--- config.mk ---
export PLATFORM = sky130hd
export DESIGN_NAME = mult_rr_sched
export DESIGN_NICKNAME = d
export VERILOG_FILES = /design/src/rtl/mult_rr_sched.sv
export SDC_FILE = /design/constraint.sdc
export NUM_CORES = 1
export LEC_CHECK = 0
export CAP_MARGIN = 15
export CORE_MARGIN = 1
export CORE_UTILIZATION = 45
export CTS_BUF_LIST = sky130_fd_sc_hd__clkbuf_2 sky130_fd_sc_hd__clkbuf_4 sky130_fd_sc_hd__clkbuf_8
export DETAILED_ROUTE_END_ITERATION = 6
export PLACE_DENSITY = 0.8
export REMOVE_ABC_BUFFERS = 1
export SYNTH_ARGS = -nofsm -noshare
export SYNTH_HDL_FRONTEND = slang
export SYNTH_SLANG_ARGS = --single-unit
--- constraint.sdc ---
create_clock -name clk -period 2.5 [get_ports clk]
set_input_delay 0.75 -clock clk [delete_from_list [all_inputs] [get_ports clk]]
set_output_delay 0.75 -clock clk [all_outputs]
set_load 0.03 [all_outputs]
--- src/rtl/mult_rr_sched.sv ---
// Round-robin scheduler sharing one 8x8 unsigned shift-add multiplier between
// two requesters; eight RUN iterations per product, one-cycle done strobe.
module mult_rr_sched (
  input  logic        clk,
  input  logic        reset,
  input  logic        req0,
  input  logic [7:0]  a0,
  input  logic [7:0]  b0,
  input  logic        req1,
  input  logic [7:0]  a1,
  input  logic [7:0]  b1,
  output logic        gnt0,
  output logic        gnt1,
  output logic        busy,
  output logic        done,
  output logic        owner,
  output logic [15:0] result
);

  typedef enum logic [1:0] {
    S_IDLE = 2'd0,
    S_RUN  = 2'd1,
    S_DONE = 2'd2
  } state_t;

  state_t      state_q, state_d;
  logic [7:0]  mcand_q, mcand_d;
  logic [7:0]  mplier_q, mplier_d;
  logic [15:0] acc_q, acc_d;
  logic [15:0] result_q, result_d;
  logic [2:0]  cnt_q, cnt_d;
  logic        last_owner_q, last_owner_d;
  logic        owner_q, owner_d;
  logic        gnt0_q, gnt0_d;
  logic        gnt1_q, gnt1_d;
  logic        busy_q, busy_d;
  logic        done_q, done_d;
  logic        accept;
  logic        sel;
  logic [8:0]  sum;

  // State and datapath registers; reset wins over every other update
  always_ff @(posedge clk) begin
    if (reset) begin
      state_q      <= S_IDLE;
      mcand_q      <= 8'd0;
      mplier_q     <= 8'd0;
      acc_q        <= 16'd0;
      result_q     <= 16'd0;
      cnt_q        <= 3'd0;
      last_owner_q <= 1'b1;
      owner_q      <= 1'b0;
      gnt0_q       <= 1'b0;
      gnt1_q       <= 1'b0;
      busy_q       <= 1'b0;
      done_q       <= 1'b0;
    end else begin
      state_q      <= state_d;
      mcand_q      <= mcand_d;
      mplier_q     <= mplier_d;
      acc_q        <= acc_d;
      result_q     <= result_d;
      cnt_q        <= cnt_d;
      last_owner_q <= last_owner_d;
      owner_q      <= owner_d;
      gnt0_q       <= gnt0_d;
      gnt1_q       <= gnt1_d;
      busy_q       <= busy_d;
      done_q       <= done_d;
    end
  end

  // Arbitration: on a tie the requester that was not served last wins
  always_comb begin
    accept = 1'b0;
    sel    = 1'b0;
    if (state_q == S_IDLE) begin
      accept = req0 | req1;
      if (req0 && req1) begin
        sel = ~last_owner_q;
      end else if (req1) begin
        sel = 1'b1;
      end else begin
        sel = 1'b0;
      end
    end else begin
      accept = 1'b0;
      sel    = 1'b0;
    end
  end

  // Next-state logic
  always_comb begin
    state_d = state_q;
    case (state_q)
      S_IDLE:  state_d = accept ? S_RUN : S_IDLE;
      S_RUN:   state_d = (cnt_q == 3'd7) ? S_DONE : S_RUN;
      S_DONE:  state_d = S_IDLE;
      default: state_d = S_IDLE;
    endcase
  end

  // Datapath: operand capture on accept, one shift-add step per RUN cycle
  always_comb begin
    mcand_d      = mcand_q;
    mplier_d     = mplier_q;
    acc_d        = acc_q;
    result_d     = result_q;
    cnt_d        = cnt_q;
    last_owner_d = last_owner_q;
    owner_d      = owner_q;
    sum          = {1'b0, acc_q[15:8]} + (mplier_q[0] ? {1'b0, mcand_q} : 9'd0);
    case (state_q)
      S_IDLE: begin
        if (accept) begin
          mcand_d      = sel ? a1 : a0;
          mplier_d     = sel ? b1 : b0;
          acc_d        = 16'd0;
          cnt_d        = 3'd0;
          owner_d      = sel;
          last_owner_d = sel;
        end else begin
          cnt_d = cnt_q;
        end
      end
      S_RUN: begin
        // carry out of the add lands in bit 15 as the accumulator shifts right
        acc_d    = {sum, acc_q[7:1]};
        mplier_d = {1'b0, mplier_q[7:1]};
        cnt_d    = cnt_q + 3'd1;
        if (cnt_q == 3'd7) begin
          result_d = {sum, acc_q[7:1]};
        end else begin
          result_d = result_q;
        end
      end
      S_DONE: begin
        cnt_d = cnt_q;
      end
      default: begin
        cnt_d = cnt_q;
      end
    endcase
  end

  // Output strobes computed one cycle ahead so every output is a flop
  always_comb begin
    gnt0_d = accept & ~sel;
    gnt1_d = accept & sel;
    busy_d = (state_d != S_IDLE);
    done_d = (state_d == S_DONE);
  end

  assign gnt0   = gnt0_q;
  assign gnt1   = gnt1_q;
  assign busy   = busy_q;
  assign done   = done_q;
  assign owner  = owner_q;
  assign result = result_q;

endmodule
==> run metrics, run 1 <==
RSZ-0062 raised after global routing no; first-pass GRT wire length 9.64 mm; Relative slew margins 67.5%; core area 0.00557 mm^2; Avg Cell Area, Syn 8.66 um^2; CTS tree done; Critical Path End Type primary output; CP cell instances clkdlybuf4s50_1; synthesis-to-finish area growth 32.4%; die height 78.5 um; global routing usage on met1 24.3%; crit path launch type register; Worst Max-Slew Pin Slew 487 ps; fin crit share 84.6%; cells on worst reg2reg path 8; most used flip-flop cell after synthesis dfxtp_1; clock latency on the worst-skew pair 340 ps; Final Util 62.6%; Req. time, crit path 1750 ps; DPL Wire Length 4.07 mm; grt ovf 0; dominant cells by area after synthesis dfxtp_1 44%, a21oi_1 9.3%, nand2_1 8.6%; # fillers 494; final hold vios 0; Distinct cells, synth 46; Ys Warns 0; die span in x 78.5 um; Worst Setup Path Type register to primary output; Slew Limit Fails 0; clk sinks 58; DR iter-0 viols 169; clk slew on worst S/H paths 60 ps; maximum VDD drop 0.332 mV; FP Rows 27; Worst Hold Depth 2; fmax 473 MHz; sequential cell area 0.00116 mm^2; R2R Path Start mplier_q[0]; Most Crowded Layer GR met2; met2 usage 33.7%; synthesized cell area 0.00263 mm^2; post-route cell area 0.00349 mm^2; Worst Setup EP result[12]; DR vias/cell 5.40; total CTS buffers 9; multi-input logic area 0.00135 mm^2; outcome finished clean; post-detailed-routing wire length 5.78 mm; cell count after placement 421; H-tree levels 3; dpl cell area 0.00324 mm^2; Post-synth EDFFs 0; skew final 8.50 ps; Seq/Total Area, Yosys 44.1%; DRC viols 0; reg2reg setup slack 410 ps; leakage 1.31 nW; Tot Pwr 2.34 mW; pin count of the biggest net entering global routing 38; hold slack 446 ps; Power Dens Cells 670 mW/mm^2; CP delay by family, top buffers and inverters; postcts setup bufs 0; Setup TNS Final 0 ps; Non-Filler Instances 437; critical path depth in cells 1; Max Cap Viol 0; CTS root buf clkbuf_8; DP Worst Slack 101 ps; initial core utilization 47.3%; Synth top cells by count 60 x nand2_1, 58 x dfxtp_1, 49 x a21oi_1; GR Layer Usage met3 4.65%; Routed Antenna Nets 0; GRT Overall Usage 20.3%; Final WS setup 385 ps; top-count cell post-synth nand2_1; fin crit period 2110 ps; Hold/Removal Path Class register to register; CP Max Fanout 2; WL per Instance 13.2 um; Port Buffers 56; worst reg2reg endpoint acc_q[13]; # IOs 57; vias in the first global route 2140; Arr. time, crit path 1360 ps; setup violators final 0; post-synthesis register bit count 58; share of cells above drive strength 1 9.86%; total number of vias 2360; Worst setup startpoint result[12]; Nets 407; Mapped Cells 304; ANT cells 0; slowest CP cell clkdlybuf4s50_1; post-cts resize count 0; Yosys top cell by area dfxtp_1; maximum clock path buffer count 2; CP bufs+invs 1; Hold Buf Count CTS 0; TritonRoute pass-1 iters 4; share of flip-flops with an asynchronous set or reset 0%; post-synth top area share 44.1%; CP peak stage delay 680 ps; antenna violations before repair 0; die area 0.00616 mm^2; hold path start mcand_q[5]; routability congestion estimate 0.773
[flip-flops by register name, summed over array words and instances, names as in the netlist]
register / cells
result: 16
cnt_q: 3
mplier_q: 8
state_q: 2
mcand_q: 8
gnt0: 1
gnt1: 1
last_owner_q: 1
busy: 1
done: 1
acc_q: 15
owner: 1
[report_power, final]
| part | internal, mW | leakage [nW] | switching [mW] |
|---|---|---|---|
| Combinational | 0.127 | 0.705 | 0.145 |
| Clock | 0.713 | 0.129 | 0.368 |
| Sequential | 0.962 | 0.472 | 0.0208 |
[worst min-delay path by stage]
stage                  to  slack, ps
3_5_place_dp   mcand_q[5]        440
6_report       mcand_q[5]        450
4_1_cts        mcand_q[5]        450
2_1_floorplan  mcand_q[5]        420
3_3_place_gp   mcand_q[5]        440
5_1_grt        mcand_q[5]        460
[metal layers]
| metal | part of all wire, % | up-vias |
|---|---|---|
| met5 | 0 | - |
| met4 | 2.2 | 0 |
| met3 | 4.9 | 14 |
| met2 | 48 | 74 |
| met1 | 45 | 1090 |
| li1 | - | 1182 |
[area by class of cell]
type                            instances  share of cell area [%]
Clock buffer                           11                    4.34
Clock inverter                          5                    2.87
Inverter                                2                   0.215
Multi-Input combinational cell        224                    38.8
Sequential cell                        58                    33.3
Tap cell                               72                    2.58
Timing Repair Buffer                   65                    17.9
[logic make-up (layout without fill, tap and decap cells)]
logic type / count (synthesis) / after routing / share of synthesized area (%)
DFF: 58 / 58 / 44.1
adders and majority gates: 11 / 11 / 5.51
buffers and inverters: 22 / 83 / 4.66
muxes: 8 / 8 / 3.42
and+or+nand+nor: 118 / 118 / 21.5
xor gates and xnor gates: 4 / 4 / 1.33
AOI/OAI and AO/OA: 83 / 83 / 19.5
[cell usage in the layout (no fill, tap or decap), types with 2 or more instances in the layout]
cell	Yosys	layout
and2_1	10	10
buf_4	1	9
a311o_1	2	2
mux2_1	8	8
nor4b_1	6	6
a22oi_1	15	15
xor2_1	3	3
nand2_1	60	60
nor2_1	8	8
clkbuf_8	1	11
bufinv_16	0	3
nand2b_1	2	2
nor3_1	3	3
nand3_1	18	18
dfxtp_1	58	58
clkdlybuf4s50_1	0	55
or4b_1	2	2
a31oi_1	2	2
a21oi_1	49	49
clkinv_2	0	2
nand2_2	2	2
inv_1	2	2
o21ai_2	1	2
ha_1	10	10
nand4_1	2	2
nor2_2	2	2
No activity file was read; power rests on OpenSTA's default activity.
==> run 2: changes to the inputs <==
==> constraint.sdc (replaced) <==
create_clock -name clk -period 2.22 [get_ports clk]
set_input_delay 0.666 -clock clk [delete_from_list [all_inputs] [get_ports clk]]
set_output_delay 0.666 -clock clk [all_outputs]
set_load 0.03 [all_outputs]
==> run metrics, run 2 (same netlist as run 1, synthesis figures left out) <==
Max Cap Viol 0 (unchanged); Final WS setup 137 ps (-248 ps); post-detailed-routing wire length 5.76 mm (-0.45%); initial core utilization 47.3% (unchanged); CTS tree done; most frequent cells in the layout 60 x nand2_1, 58 x dfxtp_1, 55 x clkdlybuf4s50_1; first-pass GRT wire length 9.60 mm (-0.36%); DPL Wire Length 4.15 mm (+2.0%); Req. time, crit path 2490 ps (+740 ps); hold slack 452 ps (+6.19 ps); synthesis-to-finish area growth 31.6%; Port Buffers 56 (unchanged); Hold Buf Count CTS 0 (unchanged); clk slew on worst S/H paths 60 ps (about the same); DP Worst Slack 27.4 ps (-73.2 ps); Final Util 62.2% (-0.36 points); fmax 480 MHz; Slew Limit Fails 0 (unchanged); die area 0.00616 mm^2 (unchanged); WL per Instance 13.1 um (-0.90%); RSZ-0062 raised after global routing no; antenna violations before repair 0 (unchanged); die span in x 78.5 um (unchanged); fin crit share 93.8%; share of cells above drive strength 1 11.2% (+1.3 points); Worst Max-Slew Pin Slew 537 ps (+49.5 ps); total CTS buffers 9 (unchanged); clk sinks 58 (unchanged); DR iter-0 viols 90 (-47%); Critical Path End Type register; setup violators final 0 (unchanged); Nets 411 (+0.98%); outcome finished clean; CP peak stage delay 470 ps (-210 ps); Power Dens Cells 684 mW/mm^2 (+2.2%); total number of vias 2328 (-1.4%); pin count of the biggest net entering global routing 29 (-24%); clock latency on the worst-skew pair 330 ps (about the same); Arr. time, crit path 2350 ps (+990 ps); # IOs 57 (unchanged); core area 0.00557 mm^2 (unchanged); crit path launch type register; Worst Setup Path Type register to register; die height 78.5 um (unchanged); CP cell instances and2_1 -> ha_1 -> a21o_1 -> a21oi_4 -> o31ai_2 -> or4b_1 -> nand3_1; H-tree levels 3 (unchanged); final hold vios 0 (unchanged); maximum clock path buffer count 2 (unchanged); Routed Antenna Nets 0 (unchanged); vias in the first global route 2108 (-1.5%); routability congestion estimate 0.780 (+0.94%); grt ovf 0 (unchanged); max reg flops 16 (unchanged); commonest non-fill, non-tap cell in the layout nand2_1; maximum VDD drop 0.393 mV (+19%); FP Rows 27 (unchanged); fin crit period 2080 ps; TritonRoute pass-1 iters 4 (unchanged); skew final 6.20 ps (-2.30 ps); CP Max Fanout 9 (+7); DR vias/cell 5.30 (-1.8%); leakage 1.30 nW (-0.74%); slowest CP cell or4b_1; Relative slew margins 64.2% (-3.3 points); ANT cells 0 (unchanged); CTS root buf clkbuf_8; DRC viols 0 (unchanged); GRT Overall Usage 20.0% (-0.34 points); Hold/Removal Path Class register to register
[run 2: area by class of cell]
class | instances | area, um^2
repair buffers | 69 | 653
clock inverters | 3 | 40.0
inverters | 2 | 7.51
fillers | 473 | 2110
well taps | 72 | 90.1
clock buffers | 11 | 151
flip-flops and latches | 58 | 1160
multi-input cells | 224 | 1360
[run 2: layer usage]
| metal | global-route usage [%] | vias up | share of wire [%] |
|---|---|---|---|
| met5 | 0 | - | 0 |
| met3 | 4.53 | 9 | 3.6 |
| met4 | 9.07 | 0 | 1.6 |
| met2 | 32.6 | 58 | 48 |
| met1 | 24.9 | 1065 | 47 |
| li1 | - | 1196 | - |
[run 2: through the flow]
step / cell area, um^2 / setup TNS (ps) / power (mW) / instances
detailed placement: 3270 / 0 / 1.44 / 425
finish: 3470 / 0 / 2.37 / 439
floorplan: 2520 / -201 / 1.28 / 284
global route: 3470 / 0 / 2.48 / 439
global placement: 3270 / 0 / 1.43 / 425
CTS: 3460 / 0 / 2.38 / 439
[run 2: power by group]
group	leakage, nW	internal (mW)	switching, mW
Sequential	0.472	1.08	0.0247
Combinational	0.724	0.149	0.164
Clock	0.101	0.563	0.388
[run 2: what timing repair did]
action | in CTS | in global routing
setup endpoints to repair | 0 | 3
hold endpoints to repair | 0 | 0
gates resized for setup | 0 | 3
buffers inserted | 0 | 0
[run 2: worst paths after layout]
path,from,end,slack (ps),cells past startpoint
setup / recovery,mplier_q[0],acc_q[14],140,7
hold / removal,mcand_q[5],mcand_q[5],450,2
setup reg to reg,mplier_q[0],acc_q[14],140,7
hold reg to reg,mcand_q[5],mcand_q[5],450,2
[run 2: worst max-delay path, delay by kind of cell (launching register included)]
kind,cells,cell delay [ps]
and+or+nand+nor,3,820
DFF,1,450
AOI/OAI and AO/OA,3,490
adders and majority gates,1,250
==> run 3: changes to the inputs <==
--- a/config.mk
+++ b/config.mk
@@ -12,6 +12,7 @@
 export DETAILED_ROUTE_END_ITERATION = 6
 export PLACE_DENSITY = 0.8
 export REMOVE_ABC_BUFFERS = 1
+export SKIP_LAST_GASP = 1
 export SYNTH_ARGS = -nofsm -noshare
 export SYNTH_HDL_FRONTEND = slang
 export SYNTH_SLANG_ARGS = --single-unit
==> results of run 3 <==
Same layout as run 2: the final DEF is identical, and so are final timing and power.
